[src/rtl/stim_sequencer.sv]
// stim_sequencer
//   Paces the taillight stimulus ROM and selects between scripted (ROM) and
//   manual switch stimulus for the next-state logic. Everything runs in the
//   single system clock domain; a tick counter replaces the old divided ROM
//   clock.
//
// Ports
//   clock      system clock
//   reset      asynchronous, active-high reset
//   auto_en    async level: 1 = scripted stimulus, 0 = manual switches
//   run_en     async level: 1 = auto-advance on tick, 0 = paused
//   step_req   async level: rising edge advances one step while paused
//   man_hzrd   async manual hazard switch
//   man_sig    async manual turn-signal switch
//   man_brk    async manual brake switch
//   man_dir    async manual direction (1 = left, 0 = right)
//   rom_q      ROM word {dir, brk, sig, hzrd}, one-cycle read latency
//   rom_addr   registered ROM address (current step index)
//   hzrd_out   registered hazard request
//   brk_out    registered brake request
//   sig_l_out  registered left-signal request (sig & dir)
//   sig_r_out  registered right-signal request (sig & ~dir)
//   auto_act   high whenever the controller is not in MANUAL
//   seq_wrap   one-cycle pulse when rom_addr wraps from the last step to 0
module stim_sequencer #(
  parameter int TICK_DIV  = 10000000,
  parameter int NUM_STEPS = 8,
  parameter int ADDR_W    = 3
) (
  input  logic              clock,
  input  logic              reset,
  input  logic              auto_en,
  input  logic              run_en,
  input  logic              step_req,
  input  logic              man_hzrd,
  input  logic              man_sig,
  input  logic              man_brk,
  input  logic              man_dir,
  input  logic [3:0]        rom_q,
  output logic [ADDR_W-1:0] rom_addr,
  output logic              hzrd_out,
  output logic              brk_out,
  output logic              sig_l_out,
  output logic              sig_r_out,
  output logic              auto_act,
  output logic              seq_wrap
);

  localparam int                CNT_W     = (TICK_DIV > 1) ? $clog2(TICK_DIV) : 1;
  localparam logic [CNT_W-1:0]  CNT_MAX   = CNT_W'(TICK_DIV - 1);
  localparam logic [ADDR_W-1:0] LAST_ADDR = ADDR_W'(NUM_STEPS - 1);

  typedef enum logic [2:0] {MANUAL, FETCH, LOAD, RUN, PAUSE} state_t;

  // Synchronizer bit layout: {auto, run, step, dir, brk, sig, hzrd}
  logic [6:0]        sync1_q;
  logic [6:0]        sync2_q;
  logic              step_prev_q;
  state_t            state_q;
  logic [CNT_W-1:0]  cnt_q;
  logic [ADDR_W-1:0] addr_q;
  logic [3:0]        req_q;     // {hzrd, brk, sig_l, sig_r}
  logic              wrap_q;

  logic              auto_s;
  logic              run_s;
  logic              step_s;
  logic              step_edge;
  logic              wrap_d;
  logic [ADDR_W-1:0] addr_adv_d;

  // Word layout {dir, brk, sig, hzrd} is shared by the ROM and the switches.
  function automatic logic [3:0] decode_req(input logic [3:0] w);
    return {w[0], w[2], w[1] & w[3], w[1] & ~w[3]};
  endfunction

  assign auto_s     = sync2_q[6];
  assign run_s      = sync2_q[5];
  assign step_s     = sync2_q[4];
  assign step_edge  = step_s & ~step_prev_q;
  assign wrap_d     = (addr_q == LAST_ADDR);
  assign addr_adv_d = wrap_d ? '0 : addr_q + 1'b1;

  always_ff @(posedge clock or posedge reset) begin
    if (reset) begin
      sync1_q     <= '0;
      sync2_q     <= '0;
      step_prev_q <= 1'b0;
      state_q     <= MANUAL;
      cnt_q       <= '0;
      addr_q      <= '0;
      req_q       <= '0;
      wrap_q      <= 1'b0;
    end else begin
      sync1_q     <= {auto_en, run_en, step_req, man_dir, man_brk, man_sig, man_hzrd};
      sync2_q     <= sync1_q;
      step_prev_q <= step_s;
      wrap_q      <= 1'b0;

      // Checks are ordered so that leaving auto mode beats a run/pause change,
      // which in turn beats a tick expiry or a step edge.
      case (state_q)
        MANUAL: begin
          req_q <= decode_req(sync2_q[3:0]);
          if (auto_s) begin
            addr_q  <= '0;
            state_q <= FETCH;
          end
        end
        // Address is held for one cycle so the synchronous ROM registers it.
        FETCH: state_q <= auto_s ? LOAD : MANUAL;
        LOAD: begin
          if (!auto_s) begin
            state_q <= MANUAL;          // drop the in-flight word
          end else begin
            req_q   <= decode_req(rom_q);
            cnt_q   <= '0;
            state_q <= run_s ? RUN : PAUSE;
          end
        end
        RUN: begin
          if (!auto_s) begin
            state_q <= MANUAL;
          end else if (!run_s) begin
            state_q <= PAUSE;           // counter keeps its value for resume
          end else if (cnt_q == CNT_MAX) begin
            cnt_q   <= '0;
            addr_q  <= addr_adv_d;
            wrap_q  <= wrap_d;
            state_q <= FETCH;
          end else begin
            cnt_q <= cnt_q + 1'b1;
          end
        end
        PAUSE: begin
          if (!auto_s) begin
            state_q <= MANUAL;
          end else if (run_s) begin
            state_q <= RUN;
          end else if (step_edge) begin
            addr_q  <= addr_adv_d;
            wrap_q  <= wrap_d;
            state_q <= FETCH;
          end
        end
        default: state_q <= MANUAL;
      endcase
    end
  end

  assign rom_addr  = addr_q;
  assign hzrd_out  = req_q[3];
  assign brk_out   = req_q[2];
  assign sig_l_out = req_q[1];
  assign sig_r_out = req_q[0];
  assign auto_act  = (state_q != MANUAL);
  assign seq_wrap  = wrap_q;

endmodule

[config.mk]
export PLATFORM = sky130hd
export DESIGN_NAME = stim_sequencer
export DESIGN_NICKNAME = d
export VERILOG_FILES = /design/src/rtl/stim_sequencer.sv
export SDC_FILE = /design/constraint.sdc
export NUM_CORES = 1
export LEC_CHECK = 0
export CORE_ASPECT_RATIO = 0.8
export CORE_UTILIZATION = 55
export CTS_BUF_LIST = sky130_fd_sc_hd__clkbuf_16
export DETAILED_ROUTE_END_ITERATION = 12
export GPL_ROUTABILITY_DRIVEN = 0
export HOLD_SLACK_MARGIN = 0.15
export PLACE_DENSITY = 0.82
export REMOVE_ABC_BUFFERS = 1
export SYNTH_ARGS = -nofsm -noshare
export SYNTH_HDL_FRONTEND = slang
export SYNTH_SLANG_ARGS = --single-unit
export TNS_END_PERCENT = 50
[constraint.sdc]
create_clock -name clock -period 2.37 [get_ports clock]
set_clock_uncertainty 0.1 [all_clocks]
set_input_delay 0.237 -clock clock [delete_from_list [all_inputs] [get_ports clock]]
set_output_delay 0.237 -clock clock [all_outputs]
set_load 0.05 [all_outputs]
# Word-level counts from Yosys, hierarchy flattened
# Index checks and enable logic that the tools add are counted.
# word_totals
regBits	50
latch_bits	0
mem_bits_rw	0
rom_bits	0
output_inout_bits	9
word_cells	77
memories	0
# classes
addsub	2
mul	0
div_mod_pow	0
magnitude_cmp	0
n_eq_ne	16
n_shift	0
n_mux	34
bitwise	8
reduce_logical	9
# op_table
cell	count
24-bit two-way mux	4
3-bit two-way mux	17
24-bit case mux with 2 select lines	1
24-bit by 1-bit adder with 24-bit output (second input constant)	1
24-bit equality test (second input constant)	1
2-bit != test (second input constant)	8
3-bit case mux with 5 select lines	1
3-bit case mux with 3 select lines	1
4-bit != test (second input constant)	2
4-bit case mux with 2 select lines	1
8-bit AND reduction	1
3-bit by 2-bit equality test with 1-bit output (second input constant)	2
3-bit equality test (second input constant)	2
1-bit two-way mux	6
3-bit nonzero test	2
1-bit AND	5
4-bit two-way mux	1
4-bit AND reduction	1
2-bit nonzero test	2
3-bit by 1-bit adder with 3-bit output (second input constant)	1
3-bit by 1-bit equality test with 1-bit output (second input constant)	1
3-bit logical NOT	1
1-bit NOT	3
3-bit AND reduction	1
3 further kinds	3

# Longest topological paths before layout
# depth
depth_word	6
depth_mapped	7

# Worst setup path before layout
# OpenSTA, ideal clock, no wires.
# synth_path
path_type	reg2reg
startpoint	register cnt_q[0]
endpoint	register cnt_q[22]
setup_time_ns	0.128
arrival_ns	1.728
path_slack_ns	0.413
path_stages_with_launch	7
period_less_slack_ns	1.957
cell_sequence	dfrtp_1 > ha_1 > nand3_1 > or4_4 > nor4_2 > xnor2_1 > nor2_1
# synth_via
elab_chain_cells	5
elab_cells_between_ends	6
classes_between	add/sub: 1; eq/ne: 1; mux: 4
# synth_lines
item	line	rtl
start, declared	60	logic [CNT_W-1:0] cnt_q;
start signal, assigned	132	cnt_q <= cnt_q + 1'b1;
24-bit by 1-bit adder with 24-bit output / 24-bit equality test (equally long branches)	132, 126	
24-bit two-way mux *	126	end else if (cnt_q == CNT_MAX) begin
24-bit two-way mux *	124	end else if (!run_s) begin
24-bit two-way mux *	122	if (!auto_s) begin
24-bit case mux with 2 select lines *	102	case (state_q)
# Every way passes the cells marked *; elsewhere a longest branch is shown, timed or not. The select of a mux whose other input is x is not followed.
# A chain may end at the register's enable or synchronous reset.

# Worst setup path after layout
# layout_path
startpoint	register state_q[2]
endpoint	output auto_act
# layout_via
elab_chain_cells	1
# layout_lines
item	line	rtl
start, declared	59	state_t state_q;
start signal, assigned	111	FETCH: state_q <= auto_s ? LOAD : MANUAL;
start signal, assigned	118	state_q <= run_s ? RUN : PAUSE;
3-bit nonzero test	156	assign auto_act = (state_q != MANUAL);
end, declared	45	output logic auto_act,
# No other way between the ends.

==> impl_summary.md <==
Clock tree
The number of gates given a new drive strength after cts is 0. The maximum clock path buffer count is 2. Clock-pin slew was measured on the worst setup and hold paths at around 0.070 ns.

Clock tree synthesis found a total of 50 sinks. The post-CTS setup-driven buffer insertion count is 0. Buffers inserted during clock tree synthesis total 5. The number of buffers inserted for hold repair after clock tree synthesis is 0. The clock latency on the worst-skew pair is between 0.2 and 0.3 ns. The tree is rooted in a sky130_fd_sc_hd__clkbuf_16.

The number of H-tree levels is 2. The CTS tree is done.

Place
In this run the cell area measured after placement is 2710 sq um. Counting tap cells, the placed design contains a total of 312 instances. The total of buffers placed on input and output ports is 21.

Detailed placement finished with a half-perimeter wire length of 3390 microns. The post-placement worst setup slack is 0.207 ns.

Synthesis
The average size of a mapped cell is slightly above 10 sq um. The distinct cell type count of the synthesized netlist is 45. In the synthesized netlist the dominant register cell turns out to be sky130_fd_sc_hd__dfrtp_1. The proportion of synthesized chip area in sequential cells is between 50 and 60%. The number of instances in the synthesized netlist is approximately 240. For this run, the number of Yosys warnings is 0. The number of register bits inferred by synthesis is 50. Counting flops with an async set or reset pin after synthesis yields a share of 100%. Yosys mapped a number of flops with a built-in enable equal to 0.

The mapped cell area is approximately 2400 sq um.

Detailed routing
The remaining antenna violation count after routing is 0. The number of search-and-repair iterations in the first detailed-routing pass is 4. The first routing iteration left about 170 violations. The per-cell routed wire length is 15.1 microns. The final route contains between 1500 and 2000 vias. The number of remaining DRC errors is 0. The final layout contains routed wiring with a total length of between 4000 and 5000 microns. In the routed layout, each cell is associated on average with a via count of between 5 and 6.

STA
Subtracting the final worst setup slack from the clock period gives ~2.2 ns. The worst-case setup margin in the final layout is between 0.15 and 0.2 ns. Setup violations remaining at the end of the flow were counted as 0. The worst pin sits at a relative slew slack of a little over three fifths. Derived from the worst setup path, the maximum achievable clock frequency is 0.454 GHz. At the pin with the least slew margin, the transition time is around 0.56 ns. The number of max-slew violations in the final report was 0. The accumulated negative setup slack is 0 ns. Hold is met by approximately 0.19 ns.

The number of failing hold endpoints at the final stage is 0. In the finished design, the share of the clock period the worst path needs comes to between 90% and 100%. Setup repair after global routing left no endpoint under its margin.

Cells and area
The final layout net count is around 280. The proportion of layout cells with a drive suffix above 1 is about a tenth. The number of standard cells in the final layout excluding fillers is 320. The final core utilization is between 60% and 70%. The area overhead of the layout relative to synthesis is 19.2%. Summing all non-filler instances in the final layout gives an area of roughly 2900 sq um.

The repair_antennas step left the layout with diodes totalling 0.

Setup path
The worst setup path is captured at an output port. The arrival time of the worst setup path is approximately 1.9 ns. The critical path's largest stage delay is between 0.7 and 0.8 ns. The maximum fanout along the worst path is 8. The critical path is of the flip-flop to output port type.

The buffering stage count on the worst path with inverters included is 1. STA classifies the critical path startpoint as a flip-flop. The largest individual stage delay along the critical path comes from the cell sky130_fd_sc_hd__clkdlybuf4s50_1. The critical path goes through or3_1 -> clkdlybuf4s50_1. Broken down by cell family, the worst path's largest delay share belongs to buffers and inverters. Data on the critical path is required at its endpoint by roughly 2.0 ns.

Status
The flow ran to the end, and the final reports show no timing, DRC or antenna violations.

Power
The reported leakage power is 1.23 nW. The worst ir drop on vdd is between 0.4 and 0.5 mV. The power density normalized to cell area is 685 nW/um^2. The final total power is between 1.5 and 2 mW.

Die
The die covers roughly 4600 sq um. During I/O placement, the number of pins put on the boundary was 22. The total core area is 4180 sq um.

Once the floorplan was initialized, standard cells occupied 57.6% of the core. The x dimension of the die is roughly 76 microns. The height of the die is a little over 60 microns.

In this run the core area contains 21 standard-cell rows.

GRT
In the global route stage, overall resource usage came out at around 22%. Entering global routing, the biggest net connects just over 50 pins. The first global-routing pass estimated between 7000 and 8000 microns of wire. The number of antenna violations at the first check in global routing is 0. The via count of the first global-routing pass was between 1500 and 2000. After global routing the overflow that remains totals 0.

Worst hold path
The kind of path behind the tightest hold check is primary input to asynchronous set/reset pin.

Job
The number of violations of the max-capacitance limit is 0.
-- final timing paths --
| path | start | endpoint | slack [ns] | cells past startpoint |
|---|---|---|---|---|
| setup reg to reg | cnt_q[0]$_DFFE_PP0P_ | cnt_q[20]$_DFFE_PP0P_ | 0.18 | 7 |
| setup / recovery | state_q[2]$_DFFE_PP0P_ | auto_act | 0.17 | 2 |
| min in group clock | sync1_q[5]$_DFF_PP0_ | sync2_q[5]$_DFF_PP0_ | 0.25 | 0 |
| max in group asynchronous | reset | sync2_q[4]$_DFF_PP0_ | 1.74 | 3 |
| hold / removal | reset | cnt_q[1]$_DFFE_PP0P_ | 0.19 | 3 |
| hold reg to reg | sync1_q[5]$_DFF_PP0_ | sync2_q[5]$_DFF_PP0_ | 0.25 | 0 |
-- final cells by class --
| cell class | count | area (sq um) |
|---|---|---|
| Clock buffer | 5 | 125 |
| Sequential cell | 50 | 1250 |
| Clock inverter | 3 | 25.0 |
| Fill cell | 305 | 1310 |
| Inverter | 9 | 33.8 |
| Multi-Input combinational cell | 167 | 1080 |
| Timing Repair Buffer | 29 | 283 |
| Tap cell | 57 | 71.3 |
-- state kept, by name, summed over array words and instances (netlist names) --
signal and flops:
req_q 4, cnt_q 24, sync2_q 7, seq_wrap 1, step_prev_q 1, sync1_q 7, rom_addr 3, state_q 3
-- worst min-delay path: cells and delay by family --
| family | cells | cell delay [ns] |
|---|---|---|
| buf+inv | 3 | 0.73 |
-- layout by cell type (no fill, tap or decap), drive strengths merged, types with 4 or more instances in the layout --
cell type,synthesis,routed
o21ai,13,13
a21oi,12,12
nand3,11,11
inv,9,10
nand2b,9,9
buf,6,8
clkbuf,5,5
dfrtp,50,50
and2,4,4
nand2,22,22
clkdlybuf4s50,0,21
a31oi,13,13
nand4,9,9
nor2,11,11
nor4,6,6
or3,4,4
and3,11,11
-- layer usage --
metal	vias to the layer above	global-route usage [%]	wire length, microns
li1	926	-	-
met1	891	31.8	2340
met2	61	33.8	2160
met3	5	4.59	275
met4	0	10.7	56
met5	-	0	0
-- Yosys cell counts, drive strengths merged (2+ instances only) --
master	n	area (sq um)
dfrtp	50	1250
nand2	22	82.6
a31oi	13	81.3
o21ai	13	65.1
a21oi	12	63.8
and3	11	68.8
nand3	11	67.6
nor2	11	41.3
inv	9	33.8
nand2b	9	56.3
nand4	9	62.6
buf	6	32.5
nor4	6	71.3
clkbuf	5	18.8
and2	4	25.0
or3	4	25.0
a32o	3	30.0
ha	3	37.5
mux2i	3	30.0
nor2b	3	18.8
nor3b	3	22.5
o22ai	3	18.8
o31ai	3	22.5
xnor2	3	26.3
a311oi	2	17.5
a41oi	2	17.5
o21a	2	15.0
or4	2	18.8
-- report_power, final --
group / internal, mW / switching (mW) / leakage, nW
sequential: 0.895 / 0.0362 / 0.654
clock: 0.397 / 0.319 / 0.0704
combinational: 0.115 / 0.202 / 0.504
-- kinds of logic (layout without fill, tap and decap cells) --
family                   after synthesis  after routing  share of synthesized area [%]
multiplexers                           4              4                           1.72
XOR/XNOR                               3              3                           1.09
adder cells (fa/ha/maj)                3              3                           1.56
flip-flops                            50             50                           52.0
AND/OR/NAND/NOR                       99             99                           24.6
buffers and inverters                 20             46                           3.54
AO/OA/AOI/OAI                         58             58                           15.5
No activity file was read; power rests on OpenSTA's default activity.
